## src/rtl/bidir_pad_ctrl_if.sv

```systemverilog
// Request/response bus for bidir_pad_ctrl.
// master: requester side; slave: controller side.
interface bidir_pad_ctrl_if #(
  parameter int unsigned DATA_WIDTH = 8
) ();

  logic                  req_valid;
  logic                  req_ready;
  logic                  req_write;
  logic [DATA_WIDTH-1:0] req_wdata;
  logic                  rsp_valid;
  logic [DATA_WIDTH-1:0] rsp_rdata;

  modport master (
    output req_valid,
    output req_write,
    output req_wdata,
    input  req_ready,
    input  rsp_valid,
    input  rsp_rdata
  );

  modport slave (
    input  req_valid,
    input  req_write,
    input  req_wdata,
    output req_ready,
    output rsp_valid,
    output rsp_rdata
  );

endinterface

```

## src/rtl/bidir_pad_ctrl.sv

```systemverilog
// Half-duplex transaction controller feeding a bidirectional pad stage
// (O_BUFT I/OE out, I_BUF O in). Enforces drive/sample windows and a
// turnaround gap after every transaction so the pad never fights the far end.
// Optional macro BIDIR_PAD_CTRL_CONTENTION_EN adds a sticky err output that
// flags a loopback mismatch on the last drive cycle of each write.
module bidir_pad_ctrl #(
  parameter int unsigned DATA_WIDTH = 8,
  parameter int unsigned WR_HOLD    = 2,
  parameter int unsigned RD_WAIT    = 3,
  parameter int unsigned TURNAROUND = 2
) (
  input  logic                  clk,
  input  logic                  rst_n,
  bidir_pad_ctrl_if.slave       bus,
  output logic [DATA_WIDTH-1:0] pad_o,
  output logic                  pad_oe,
  input  logic [DATA_WIDTH-1:0] pad_i
`ifdef BIDIR_PAD_CTRL_CONTENTION_EN
  ,
  output logic                  err
`endif
);

  localparam int unsigned MAX_AB  = (WR_HOLD > RD_WAIT) ? WR_HOLD : RD_WAIT;
  localparam int unsigned MAX_CNT = (MAX_AB > TURNAROUND) ? MAX_AB : TURNAROUND;
  localparam int unsigned CNT_W   = $clog2(MAX_CNT + 1);

  typedef enum logic [1:0] {
    ST_IDLE  = 2'd0,
    ST_DRIVE = 2'd1,
    ST_WAIT  = 2'd2,
    ST_TA    = 2'd3
  } state_t;

  state_t                state_q,     state_d;
  logic [CNT_W-1:0]      cnt_q,       cnt_d;
  logic                  wr_q,        wr_d;
  logic [DATA_WIDTH-1:0] rd_q,        rd_d;
  logic                  req_ready_q, req_ready_d;
  logic                  rsp_valid_q, rsp_valid_d;
  logic [DATA_WIDTH-1:0] rsp_rdata_q, rsp_rdata_d;
  logic [DATA_WIDTH-1:0] pad_o_q,     pad_o_d;
  logic                  pad_oe_q,    pad_oe_d;

  logic accept_c;
  logic last_c;

  assign accept_c = bus.req_valid && req_ready_q;
  assign last_c   = (cnt_q == '0);

  // State register and all registered outputs; reset aborts any transaction.
  always_ff @(posedge clk or negedge rst_n) begin
    if (!rst_n) begin
      state_q     <= ST_IDLE;
      cnt_q       <= '0;
      wr_q        <= 1'b0;
      rd_q        <= '0;
      req_ready_q <= 1'b1;
      rsp_valid_q <= 1'b0;
      rsp_rdata_q <= '0;
      pad_o_q     <= '0;
      pad_oe_q    <= 1'b0;
    end else begin
      state_q     <= state_d;
      cnt_q       <= cnt_d;
      wr_q        <= wr_d;
      rd_q        <= rd_d;
      req_ready_q <= req_ready_d;
      rsp_valid_q <= rsp_valid_d;
      rsp_rdata_q <= rsp_rdata_d;
      pad_o_q     <= pad_o_d;
      pad_oe_q    <= pad_oe_d;
    end
  end

  // Next-state, counter and next-output logic.
  always_comb begin
    state_d     = state_q;
    cnt_d       = cnt_q;
    wr_d        = wr_q;
    rd_d        = rd_q;
    rsp_valid_d = 1'b0;
    rsp_rdata_d = rsp_rdata_q;
    pad_o_d     = pad_o_q;

    case (state_q)
      ST_IDLE: begin
        if (accept_c) begin
          wr_d = bus.req_write;
          if (bus.req_write) begin
            state_d = ST_DRIVE;
            cnt_d   = CNT_W'(WR_HOLD - 1);
            pad_o_d = bus.req_wdata;
          end else begin
            state_d = ST_WAIT;
            cnt_d   = CNT_W'(RD_WAIT - 1);
          end
        end
      end
      ST_DRIVE: begin
        if (last_c) begin
          state_d = ST_TA;
          cnt_d   = CNT_W'(TURNAROUND - 1);
        end else begin
          cnt_d = cnt_q - CNT_W'(1);
        end
      end
      ST_WAIT: begin
        // Sample point is the final edge of the wait window.
        if (last_c) begin
          rd_d    = pad_i;
          state_d = ST_TA;
          cnt_d   = CNT_W'(TURNAROUND - 1);
        end else begin
          cnt_d = cnt_q - CNT_W'(1);
        end
      end
      ST_TA: begin
        if (last_c) begin
          state_d     = ST_IDLE;
          rsp_valid_d = 1'b1;
          rsp_rdata_d = wr_q ? '0 : rd_q;
        end else begin
          cnt_d = cnt_q - CNT_W'(1);
        end
      end
      default: begin
        state_d = ST_IDLE;
        cnt_d   = '0;
      end
    endcase

    // Ready and output-enable are registered views of the next state.
    req_ready_d = (state_d == ST_IDLE);
    pad_oe_d    = (state_d == ST_DRIVE);
  end

  assign bus.req_ready = req_ready_q;
  assign bus.rsp_valid = rsp_valid_q;
  assign bus.rsp_rdata = rsp_rdata_q;
  assign pad_o         = pad_o_q;
  assign pad_oe        = pad_oe_q;

`ifdef BIDIR_PAD_CTRL_CONTENTION_EN
  logic err_q;
  logic err_d;

  // Loopback compare on the last drive cycle; sticky until reset.
  always_comb begin
    err_d = err_q;
    if ((state_q == ST_DRIVE) && last_c && (pad_i != pad_o_q)) begin
      err_d = 1'b1;
    end
  end

  // Contention flag register.
  always_ff @(posedge clk or negedge rst_n) begin
    if (!rst_n) begin
      err_q <= 1'b0;
    end else begin
      err_q <= err_d;
    end
  end

  assign err = err_q;
`endif

endmodule

```

## src/flat_wrapper.sv

```systemverilog
// flat-port wrapper written by rule: the top's interface ports become plain ports
module bidir_pad_ctrl_flat 
#(
  parameter int unsigned DATA_WIDTH = 8,
  parameter int unsigned WR_HOLD    = 2,
  parameter int unsigned RD_WAIT    = 3,
  parameter int unsigned TURNAROUND = 2
)
  (clk, rst_n, pad_o, pad_oe, pad_i, bus_req_valid, bus_req_write, bus_req_wdata, bus_req_ready, bus_rsp_valid, bus_rsp_rdata);
  bidir_pad_ctrl_if #(.DATA_WIDTH(DATA_WIDTH)) bus_i ();
  input  logic clk;
  input  logic rst_n;
  output logic [DATA_WIDTH-1:0] pad_o;
  output logic pad_oe;
  input  logic [DATA_WIDTH-1:0] pad_i;
  input wire logic [$bits(bus_i.req_valid)-1:0] bus_req_valid;
  input wire logic [$bits(bus_i.req_write)-1:0] bus_req_write;
  input wire logic [$bits(bus_i.req_wdata)-1:0] bus_req_wdata;
  output wire logic [$bits(bus_i.req_ready)-1:0] bus_req_ready;
  output wire logic [$bits(bus_i.rsp_valid)-1:0] bus_rsp_valid;
  output wire logic [$bits(bus_i.rsp_rdata)-1:0] bus_rsp_rdata;
  assign bus_i.req_valid = bus_req_valid;
  assign bus_i.req_write = bus_req_write;
  assign bus_i.req_wdata = bus_req_wdata;
  assign bus_req_ready = bus_i.req_ready;
  assign bus_rsp_valid = bus_i.rsp_valid;
  assign bus_rsp_rdata = bus_i.rsp_rdata;
  bidir_pad_ctrl #(.DATA_WIDTH(DATA_WIDTH), .WR_HOLD(WR_HOLD), .RD_WAIT(RD_WAIT), .TURNAROUND(TURNAROUND)) u_core (.clk(clk), .rst_n(rst_n), .bus(bus_i), .pad_o(pad_o), .pad_oe(pad_oe), .pad_i(pad_i));
endmodule
```

## config.mk

```make
export PLATFORM = sky130hd
export DESIGN_NAME = bidir_pad_ctrl_flat
export DESIGN_NICKNAME = d
export VERILOG_FILES = /design/src/rtl/bidir_pad_ctrl_if.sv /design/src/rtl/bidir_pad_ctrl.sv /design/src/flat_wrapper.sv
export SDC_FILE = /design/constraint.sdc
export NUM_CORES = 1
export LEC_CHECK = 0
export ABC_AREA = 1
export BUFFER_PORTS_ARGS = -buffer_cell sky130_fd_sc_hd__buf_2
export CORE_ASPECT_RATIO = 0.7
export CORE_MARGIN = 2
export CORE_UTILIZATION = 40
export CTS_BUF_LIST = sky130_fd_sc_hd__clkbuf_8
export CTS_CLUSTER_DIAMETER = 150
export DETAILED_ROUTE_END_ITERATION = 8
export GPL_ROUTABILITY_DRIVEN = 0
export PLACE_DENSITY = 0.66
export SLEW_MARGIN = 25
export SYNTH_ARGS = -nofsm -noshare
export SYNTH_HDL_FRONTEND = slang
export SYNTH_SLANG_ARGS = --single-unit
export TNS_END_PERCENT = 5
```

## constraint.sdc

```tcl
create_clock -name clk -period 2 [get_ports clk]
set_clock_uncertainty 0.2 [all_clocks]
set_input_delay 0.1 -clock clk [delete_from_list [all_inputs] [get_ports clk]]
set_output_delay 0.1 -clock clk [all_outputs]
set_load 0.02 [all_outputs]
```

==> out/qor.yml <==
pwr:
  p_leak_nw: 1.07
  powerDensity_nw_per_um2: 1500
  clkPwrFrac_pct: 20.2
  pwr-share-comb_pct: 42.0
  p_int_mw: 1.77
  peakVddDrop_mv: 0.665
  power_switching_share_pct: 39.1
  sequentialPowerShare_pct: 37.9
  switching_power_mw: 1.13
drt:
  viasPerCell: 4.46
  num_vias: 1156
  drtAntennaViolNets: 0
  drt_wl_total_mm: 3.00
  wl_per_cell_um: 11.6
  first_pass_iters: 4
  drc_errors: 0
  drt_iter0_drc: 52
placement:
  dp_slack_ps: 409
  placed_cell_area_um2: 1640
  place_hpwl_mm: 2.15
  port_buffers: 38
sta:
  rsz0062_at_grt: "false"
  setup_tns_ps: 0
  fin_ws_ps: 377
  hold_viol: 0
  setup_violations: 0
  relSlewSlack_pct: 55.0
  period_minus_slack_ps: 1620
  period_share_pct: 81.1
  slew_violations: 0
  max_freq_ghz: 0.616
  max_slew.worst_pin.slew_ps: 675
grt:
  grt_pass1_wl_mm: 5.03
  grt_max_degree: 33
  grt_use_total_pct: 17.6
  grt_pass1_vias: 1124
  grt.overflow.total: 0
  antenna_found_initial: 0
synth:
  synth_edf_count: 0
  synth_area_leader_cell: "dfrtp_1"
  synth_flop_cell: "dfrtp_1"
  avgSynthCellArea_um2: 9.42
  synthCells: 148
  async_flop_share_pct: 100
  synthTopCellsByCount: "nand2_1, dfrtp_1, inv_1, o21ai_0, mux2_2"
  syn-cell-area_um2: 1390
  syn_nets: 174
  synthTopCellsByArea: "dfrtp_1, nand2_1, mux2_2"
  synth_top_area_share_pct: 55.7
  ys_seq_elements: 32
  synth.most_common_cell: "nand2_1"
  ys_seq_area_share_pct: 57.5
  synth_cell_types: 17
  synth_warnings: 0
cts:
  clock_path_buffers: 2
  cts_hold_buffers: 18
  cts_tree: "yes"
  htreeDepth: 2
  insertion_delay_ps: 270
  clk_pin_slew_worst_paths_ps: 70
  numCtsBuffers: 5
  postCtsSetupBuffers: 0
  root_buffer: "clkbuf_8"
  cts_sinks: 32
  cts-resized-gates: 0
setup_path:
  crit_arrival_ps: 1590
  cp-start-kind: "register"
  crit_path_end_kind: "register"
  crit_required_ps: 1970
  path_class: "reg -> reg"
  worst-r2r-setup-slack_ps: 380
  crit_fanout: 10
layout:
  layout.nets: 237
  antennaDiodeCount: 0
  ff_latch_area_um2: 802
  drive_above_1_share_pct: 28.8
  final_area_um2: 1930
  syn_to_final_growth_pct: 38.5
  multi_input_area_um2: 528
  nFillCells: 292
floorplan:
  start_util_pct: 43.1
  fp.dieH_um: 53.4
  fp-row-count: 17
  fp.dieW_um: 74.6
  dieArea_um2: 3980
  io_pins: 39
  coreArea_um2: 3230
outcome:
  status: "finished clean"
min_path:
  hp-class: "in -> reg"
run:
  cap_violations: 0
==> power groups by stage <==
| stage | clock network [mW] | registers, mW | logic [mW] |
|---|---|---|---|
| after floorplan | 0 | 1.27 | 0.651 |
| after global placement | 0 | 1.09 | 1.13 |
| after detailed placement | 0 | 1.10 | 1.19 |
| after CTS | 0.600 | 1.10 | 1.22 |
| after global routing | 0.634 | 1.13 | 1.37 |
| final | 0.584 | 1.10 | 1.22 |
==> area by class of cell <==
type,instances,share of cell area [%]
clock buffer,5,3.56
clock inverter,3,2.01
inverter,15,2.92
multi-input combinational,100,27.3
sequential,32,41.5
tap,47,3.05
timing repair buffer,57,19.6
==> layout by cell type (no fill, tap or decap) <==
cell type      count
nand2_1           63
buf_2             38
dfrtp_1           31
dlygate4sd3_1     18
inv_1             14
o21ai_0           10
mux2_2             8
ha_1               6
nand3_1            5
clkbuf_8           5
nand2_2            2
nor2_1             2
a21oi_1            1
nor2_2             1
nand2_4            1
inv_2              1
clkinv_1           1
o21ai_2            1
bufinv_16          1
clkinv_2           1
buf_4              1
dfstp_2            1
==> critical path: stages (launching register included) <==
cell and delay, ps:
dfrtp_1 400, inv_1 90, ha_1 230, nand2_1 220
nand2_1 180, inv_1 70, nand3_1 80, nand2_1 50
==> per-stage QoR <==
stage	power, mW	std cells	hold slack, ps	util [%]
2_1_floorplan	1.92	148	-396	-
3_3_place_gp	2.22	233	-31.0	50.8
3_5_place_dp	2.29	233	-19.5	50.8
4_1_cts	2.91	259	44.8	59.7
5_1_grt	3.14	259	87.5	59.7
6_report	2.90	259	54.7	59.7
==> path summary, 6_finish.rpt <==
| path | end | cells after the start | from |
|---|---|---|---|
| min in group asynchronous | u_core.rd_q[3]$_DFFE_PN0P_ | 2 | rst_n |
| worst max register to register | u_core.cnt_q[0]$_DFFE_PN0P_ | 7 | u_core.cnt_q[0]$_DFFE_PN0P_ |
| worst min register to register | u_core.pad_o[6]$_DFFE_PN0P_ | 2 | u_core.pad_o[6]$_DFFE_PN0P_ |
| worst min-delay path | u_core.state_q[0]$_DFF_PN0_ | 4 | bus_req_valid |
| worst max-delay path | u_core.cnt_q[0]$_DFFE_PN0P_ | 7 | u_core.cnt_q[0]$_DFFE_PN0P_ |
| max in group asynchronous | u_core.pad_o[1]$_DFFE_PN0P_ | 2 | rst_n |
==> flip-flops by register name (all words and copies together) (netlist names) <==
name	flops
u_core.wr_q	1
u_core.state_q	2
u_core.bus.rsp_rdata	8
u_core.pad_o	8
u_core.cnt_q	2
u_core.bus.req_ready	1
u_core.bus.rsp_valid	1
u_core.pad_oe	1
u_core.rd_q	8
==> cells by family after synthesis <==
| family | after synthesis | share of synthesized area [%] |
|---|---|---|
| simple gates | 74 | 21.5 |
| flops | 32 | 57.5 |
| buf+inv | 16 | 4.58 |
| compound gates | 12 | 4.58 |
| mux | 8 | 6.46 |
| fa+ha+maj | 6 | 5.39 |
==> per-layer routing <==
layer | track usage [%] | up-vias | routed length [µm]
li1 | - | 587 | -
met1 | 20.9 | 534 | 1280
met2 | 28.9 | 31 | 1540
met3 | 6.67 | 4 | 157
met4 | 6.85 | 0 | 21
met5 | 0 | - | 0
Note: power is estimated with default switching activity, not from simulation.
